<file path="src/rtl/dram_model_pkg.sv">
// Shared types and default timing for the cycle-level DRAM device model.
// The optional timing checker is enabled by defining DRAM_MODEL_TIMING_CHECK_EN.
package dram_model_pkg;

    typedef enum logic [1:0] {
        IDLE,
        ACTIVATING,
        ROW_OPEN,
        PRECHARGING
    } dram_state_e;

    localparam int DEF_DATA_W    = 32;
    localparam int DEF_ROW_W     = 11;
    localparam int DEF_COL_W     = 10;
    localparam int DEF_MEM_ROW_W = 4;
    localparam int DEF_T_RCD     = 4;
    localparam int DEF_T_RP      = 4;
    localparam int DEF_CAS_LAT   = 5;

    // Wide enough for any practical tRCD/tRP setting.
    localparam int CNT_W = 8;

    // A wait of N cycles is counted down from N-1 so that the state after the
    // final count is live exactly N edges after the command edge.
    function automatic logic [CNT_W-1:0] wait_load(input int cycles);
        return CNT_W'(cycles - 1);
    endfunction

endpackage

</file>
<file path="src/rtl/dram_read_pipe.sv">
// Fixed-latency read return pipe: DEPTH stages of {valid, data}, valid cleared by async reset.
module dram_read_pipe
    import dram_model_pkg::*;
#(
    parameter int DATA_W = DEF_DATA_W,
    parameter int DEPTH  = DEF_CAS_LAT
) (
    input  logic              clk,
    input  logic              rst,
    input  logic              in_valid,
    input  logic [DATA_W-1:0] in_data,
    output logic              out_valid,
    output logic [DATA_W-1:0] out_data
);
    logic [DEPTH-1:0]  valid_sr;
    logic [DATA_W-1:0] data_sr [DEPTH];

    always_ff @(posedge clk or posedge rst) begin
        if (rst) begin
            valid_sr <= '0;
        end else begin
            valid_sr[0] <= in_valid;
            for (int i = 1; i < DEPTH; i++) begin
                valid_sr[i] <= valid_sr[i-1];
            end
        end
    end

    // NOTE: storage (data stages here, the word array in the top) has no reset;
    // the matching valid bit is what qualifies it, so clearing it buys nothing.
    always_ff @(posedge clk) begin
        data_sr[0] <= in_data;
        for (int i = 1; i < DEPTH; i++) begin
            data_sr[i] <= data_sr[i-1];
        end
    end

    assign out_valid = valid_sr[DEPTH-1];
    assign out_data  = data_sr[DEPTH-1];

endmodule

</file>
<file path="config.mk">
export PLATFORM = sky130hd
export DESIGN_NAME = dram_read_pipe
export DESIGN_NICKNAME = d
export VERILOG_FILES = /design/src/rtl/dram_model_pkg.sv /design/src/rtl/dram_read_pipe.sv
export SDC_FILE = /design/constraint.sdc
export NUM_CORES = 1
export LEC_CHECK = 0
export ABC_AREA = 1
export BUFFER_PORTS_ARGS = -buffer_cell sky130_fd_sc_hd__buf_2
export CORE_UTILIZATION = 25
export DETAILED_ROUTE_END_ITERATION = 7
export GPL_TIMING_DRIVEN = 0
export HOLD_SLACK_MARGIN = 0.02
export MAX_ROUTING_LAYER = met4
export PLACE_DENSITY = 0.49
export RECOVER_POWER = 25
export SLEW_MARGIN = 10
export SYNTH_ARGS = -nofsm -noshare
export SYNTH_HDL_FRONTEND = slang
export SYNTH_SLANG_ARGS = --single-unit
</file>
<file path="constraint.sdc">
create_clock -name clk -period 1.36 [get_ports clk]
set_input_delay 0.204 -clock clk [delete_from_list [all_inputs] [get_ports clk]]
set_output_delay 0.204 -clock clk [all_outputs]
set_load 0.05 [all_outputs]
</file>
==> results of run 1 <==
-- sequential cells by signal, indices dropped and copies added, names as in the netlist --
| signal | cells |
|---|---|
| data_sr | 160 |
| valid_sr | 5 |
-- Yosys cell counts --
cell type / number / area share (%)
dfxtp_1: 160 / 96
dfrtp_1: 5 / 3.8
inv_1: 1 / 0.11
-- layer usage --
metal	routed length, µm	track usage, %
met1	1827	6.489
met5	0	-
met3	300	5.691
met2	1690	9.393
met4	98	4.627
-- logic make-up (layout without fill, tap and decap cells) --
family / after synthesis / in the layout / synth area share [%]
DFF: 165 / 165 / 99.89
buffers and inverters: 1 / 133 / 0.1125
-- power by group through the flow --
stage	Clock, W	Combinational, W	Sequential [W]
2_1_floorplan	0	0.00000242	0.00543
3_3_place_gp	0	0.000287	0.00525
3_5_place_dp	0	0.000286	0.00526
4_1_cts	0.00486	0.000361	0.00515
5_1_grt	0.00507	0.000376	0.00517
6_report	0.00468	0.000360	0.00515
-- stage by stage --
| stage | cells | setup slack, ns |
|---|---|---|
| 3_5_place_dp | 405 | 0.5901 |
| 6_report | 470 | 0.1681 |
| 4_1_cts | 470 | 0.1300 |
| 3_3_place_gp | 405 | 0.6053 |
| 2_1_floorplan | 166 | 0.5687 |
| 5_1_grt | 470 | 0.1145 |
-- cell type report --
type                  instances  area (µm²)
fill                       1226        8009
clock inverter                9       128.9
clock buffer                 22       464.2
tap                         172       215.2
sequential                  165        3328
inverter                      1       3.754
timing repair buffer        101       675.6
-- worst min-delay path by stage --
| stage | startpoint | to | cells past startpoint |
|---|---|---|---|
| final | rst | valid_sr[2] | 3 |
| after global routing | rst | valid_sr[2] | 3 |
| after CTS | rst | valid_sr[3] | 3 |
| after detailed placement | rst | valid_sr[3] | 2 |
| after global placement | rst | valid_sr[2] | 2 |
| after floorplan | rst | valid_sr[0] | 1 |
==> metrics.cfg, run 1 <==
[floorplanning]
start_util_pct = 25.98
dieArea_mm2 = 0.01379
io_pins = 68
die_h_um = 117.4
core-area_mm2 = 0.01282
die_w_um = 117.4
core.rowCount = 41

[routing]
drc = 0
first_iter_violations = 53
wire_per_inst_um = 8.336
firstDrtPassIters = 4
routed_wl_um = 3918
ant_nets = 0
vias_per_cell = 3.143
route.vias.total = 1477

[final_layout]
fin_nets = 321
layout_commonest_cell = dfxtp_1
multi_input_gates = 0
final_core_util_pct = 37.55
diodes = 0
drive_gt1_share_pct = 31.88
multi_input_area_um2 = 0
design_area_mm2 = 0.004816
final_cell_mix = dfxtp_1, buf_2, dlygate4sd3_1
area_growth_pct = 44.54

[sta]
max_freq_mhz = 839.0
rsz0062_at_grt = false
tightest_slew_ns = 0.2662
final-max-slew-violation-count = 0
max_slew_margin_pct = 82.37
setup_violations = 0
fin_setup_tns_ns = 0
hold_slack_ns = 0.2350
fin_worst_skew_ns = 0.007668
timing.final.crit_share_pct = 87.64
finalCriticalPeriod_ns = 1.192
finalHoldViolCount = 0

[cts]
root_buffer = clkbuf_16
cts_tree = yes
htreeDepth = 4
holdBufCountCts = 34
ctsResizeCount = 0
clock_path_buffers = 2
cts-buffers-inserted = 17
clock_sinks = 165
cts_setup_buffers = 0
clkLatencyLatePin_ns = 0.41
cts.clk_slew.worst_paths_ns = 0.06

[synth]
syn-cell-area_mm2 = 0.003332
syn_nets = 201
ys_ff_latch = 165
ys_seq_area_share_pct = 99.89
ys_types = 3
synth_warnings = 0
avgSynthCellArea_um2 = 20.07
syn_inst = 166

[critical_path]
rrSetupSlack_ns = 0.87
worst-path-stages = 1
crit_end = out_data[2]
cp_max_fo = 1
max_stage_delay_ns = 0.32
cp-startpoint = data_sr[4][2]
end_kind = output port
critPathTopFamily = flip-flops
r2r_end = valid_sr[1]
startpoint_type = flip-flop
rr_worst_depth = 0
rr_startpoint = valid_sr[0]
path_class = reg2out
path_cells = buf_2
path_buf_inv = 1
critical_path_arrival_ns = 0.99
crit_required_ns = 1.16
crit_path_top_delay_cell = dfxtp_1

[power_and_ir_drop]
switching_share_pct = 19.54
clockPowerShare_pct = 45.9
switching_power_w = 0.001991
p_seq_share_pct = 50.5
power.density_mw_per_mm2 = 2115
p_leak_nw = 2.105
ir_drop_mv = 1.128
power_frac_comb_pct = 3.5
p_int_w = 0.008195
finalPower_w = 0.01019

[grt]
antenna_found_initial = 0
track_usage_pct = 6.914
grt_max_degree = 17
grt_pass1_vias = 1509
grt.overflow.total = 0
grt_pass1_wl_um = 6527

[status]
status = complete, no violations

[placed_design]
dpl-instance-area_mm2 = 0.003882
hpwl_um = 2158
io_buffers = 67
place.gp.congestion = 0.5954

[run]
maxCapViolCount = 0

[hold_path]
worstHoldPathType = in2async

No activity file was read; power rests on OpenSTA's default activity.
==> run 2: changes to the inputs <==
Settings changed: ABC_AREA 1 to not set, CORE_ASPECT_RATIO set to 0.6, GPL_TIMING_DRIVEN 0 to not set.
==> metrics.cfg, run 2 (synthesized netlist as in run 1, its figures left out) <==
[floorplanning]
core-area_mm2 = 0.01293  ; +0.84%
core.rowCount = 32  ; -22%
die_w_um = 151.0  ; +29%
start_util_pct = 25.76  ; -0.22 points
io_pins = 68  ; unchanged
dieArea_mm2 = 0.01381  ; +0.11%
die_h_um = 91.43  ; -22%

[hold_path]
worstHoldPathType = in2async

[placed_design]
hpwl_um = 2293  ; +6.3%
dpl-instance-area_mm2 = 0.003880  ; about the same
io_buffers = 67  ; unchanged
place.gp.congestion = 0.6104  ; +2.5%

[grt]
grt_pass1_wl_um = 6969  ; +6.8%
antenna_found_initial = 0  ; unchanged
grt_pass1_vias = 1576  ; +4.4%
grt_max_degree = 17  ; unchanged
track_usage_pct = 7.311  ; +0.40 points
grt.overflow.total = 0  ; unchanged

[final_layout]
design_area_mm2 = 0.004805  ; -0.23%
final_cell_mix = dfxtp_1, buf_2, dlygate4sd3_1
regArea_mm2 = 0.003328  ; unchanged
fillers = 1218  ; -0.65%
drive_gt1_share_pct = 33.11  ; +1.2 points
reg_top3 = data_sr x160, valid_sr x5
final_core_util_pct = 37.15  ; -0.40 points
largest_reg_flops = 160  ; unchanged
area_growth_pct = 44.20
multi_input_area_um2 = 0  ; unchanged
layout_commonest_cell = dfxtp_1
largest-register = data_sr
fin_nets = 321  ; unchanged
multi_input_gates = 0  ; unchanged
diodes = 0  ; unchanged

[routing]
drc = 0  ; unchanged
first_iter_violations = 33  ; -38%
firstDrtPassIters = 3  ; -1
route.vias.total = 1467  ; -0.68%
routed_wl_um = 4077  ; +4.1%
wire_per_inst_um = 8.693  ; +4.3%
ant_nets = 0  ; unchanged
vias_per_cell = 3.128  ; -0.47%

[critical_path]
end_kind = output port
path_buf_inv = 1  ; unchanged
cp_max_fo = 1  ; unchanged
path_cells = buf_2
path_class = reg2out
startpoint_type = flip-flop
crit_path_top_delay_cell = dfxtp_1
rr_startpoint = valid_sr[3]
cp-startpoint = data_sr[4][19]
critical_path_arrival_ns = 0.99  ; about the same
crit_required_ns = 1.16  ; about the same
max_stage_delay_ns = 0.33  ; about the same
critPathTopFamily = flip-flops

[sta]
hold_slack_ns = 0.2434  ; +0.008455 ns
tightest_slew_ns = 0.2607  ; -0.005513 ns
fin_worst_skew_ns = 0.006491  ; -0.001177 ns
max_slew_margin_pct = 82.74  ; +0.36 points
setup_violations = 0  ; unchanged
finalCriticalPeriod_ns = 1.196  ; +0.004265 ns
fin_setup_tns_ns = 0  ; unchanged
finalHoldViolCount = 0  ; unchanged
final-max-slew-violation-count = 0  ; unchanged
max_freq_mhz = 836.0  ; -0.36%
rsz0062_at_grt = false
timing.final.crit_share_pct = 87.95  ; +0.31 points

[cts]
clock_path_buffers = 2  ; unchanged
cts_tree = yes
cts-buffers-inserted = 17  ; unchanged
ctsResizeCount = 0  ; unchanged
holdBufCountCts = 34  ; unchanged
clock_sinks = 165  ; unchanged
clkLatencyLatePin_ns = 0.40  ; about the same
root_buffer = clkbuf_16
htreeDepth = 4  ; unchanged
cts.clk_slew.worst_paths_ns = 0.06  ; about the same
cts_setup_buffers = 0  ; unchanged

[power_and_ir_drop]
p_leak_nw = 2.101  ; -0.22%
power.density_mw_per_mm2 = 2094  ; -0.97%
ir_drop_mv = 0.8266  ; -27%
finalPower_w = 0.01006  ; -1.2%

[run]
maxCapViolCount = 0  ; unchanged

[status]
status = complete, no violations

run 2: power by group:
part	internal, W	switching [W]	total [W]
registers	0.00510	0.0000540	0.00515
logic	0.000131	0.000229	0.000360
clock network	0.00269	0.00186	0.00455
total	0.00792	0.00214	0.0101
run 2: worst paths after layout:
| kind | endpoint | slack (ns) | cells past startpoint |
|---|---|---|---|
| worst min-delay path | valid_sr[3] | 0.24 | 3 |
| min in group clk | data_sr[2][2] | 0.32 | 0 |
| worst min register to register | data_sr[2][2] | 0.32 | 0 |
| worst max register to register | valid_sr[4] | 0.89 | 0 |
| max in group asynchronous | valid_sr[2] | 0.93 | 3 |
| worst max-delay path | out_data[19] | 0.16 | 1 |
run 2: through the flow:
step	std cells	setup WS, ns
after global routing	469	0.1115
final	469	0.1638
after floorplan	166	0.5687
after CTS	469	0.1341
after global placement	403	0.5863
after detailed placement	403	0.5856
run 2: final cells by class:
class                 instances  share of cell area [%]
timing repair buffer        101                   14.06
clock inverter               12                   2.448
inverter                      1                 0.07812
tap                         170                   4.427
clock buffer                 20                   9.714
sequential                  165                   69.27
run 2: routing by layer:
| metal | part of all wire, % | wire, µm | vias up | GRT usage [%] |
|---|---|---|---|---|
| met5 | 0 | 0 | - | - |
| met4 | 2.4 | 99 | 0 | 4.250 |
| met3 | 8.7 | 356 | 11 | 5.377 |
| met2 | 41 | 1663 | 56 | 9.824 |
| met1 | 48 | 1957 | 650 | 7.610 |
| li1 | - | - | 750 | - |
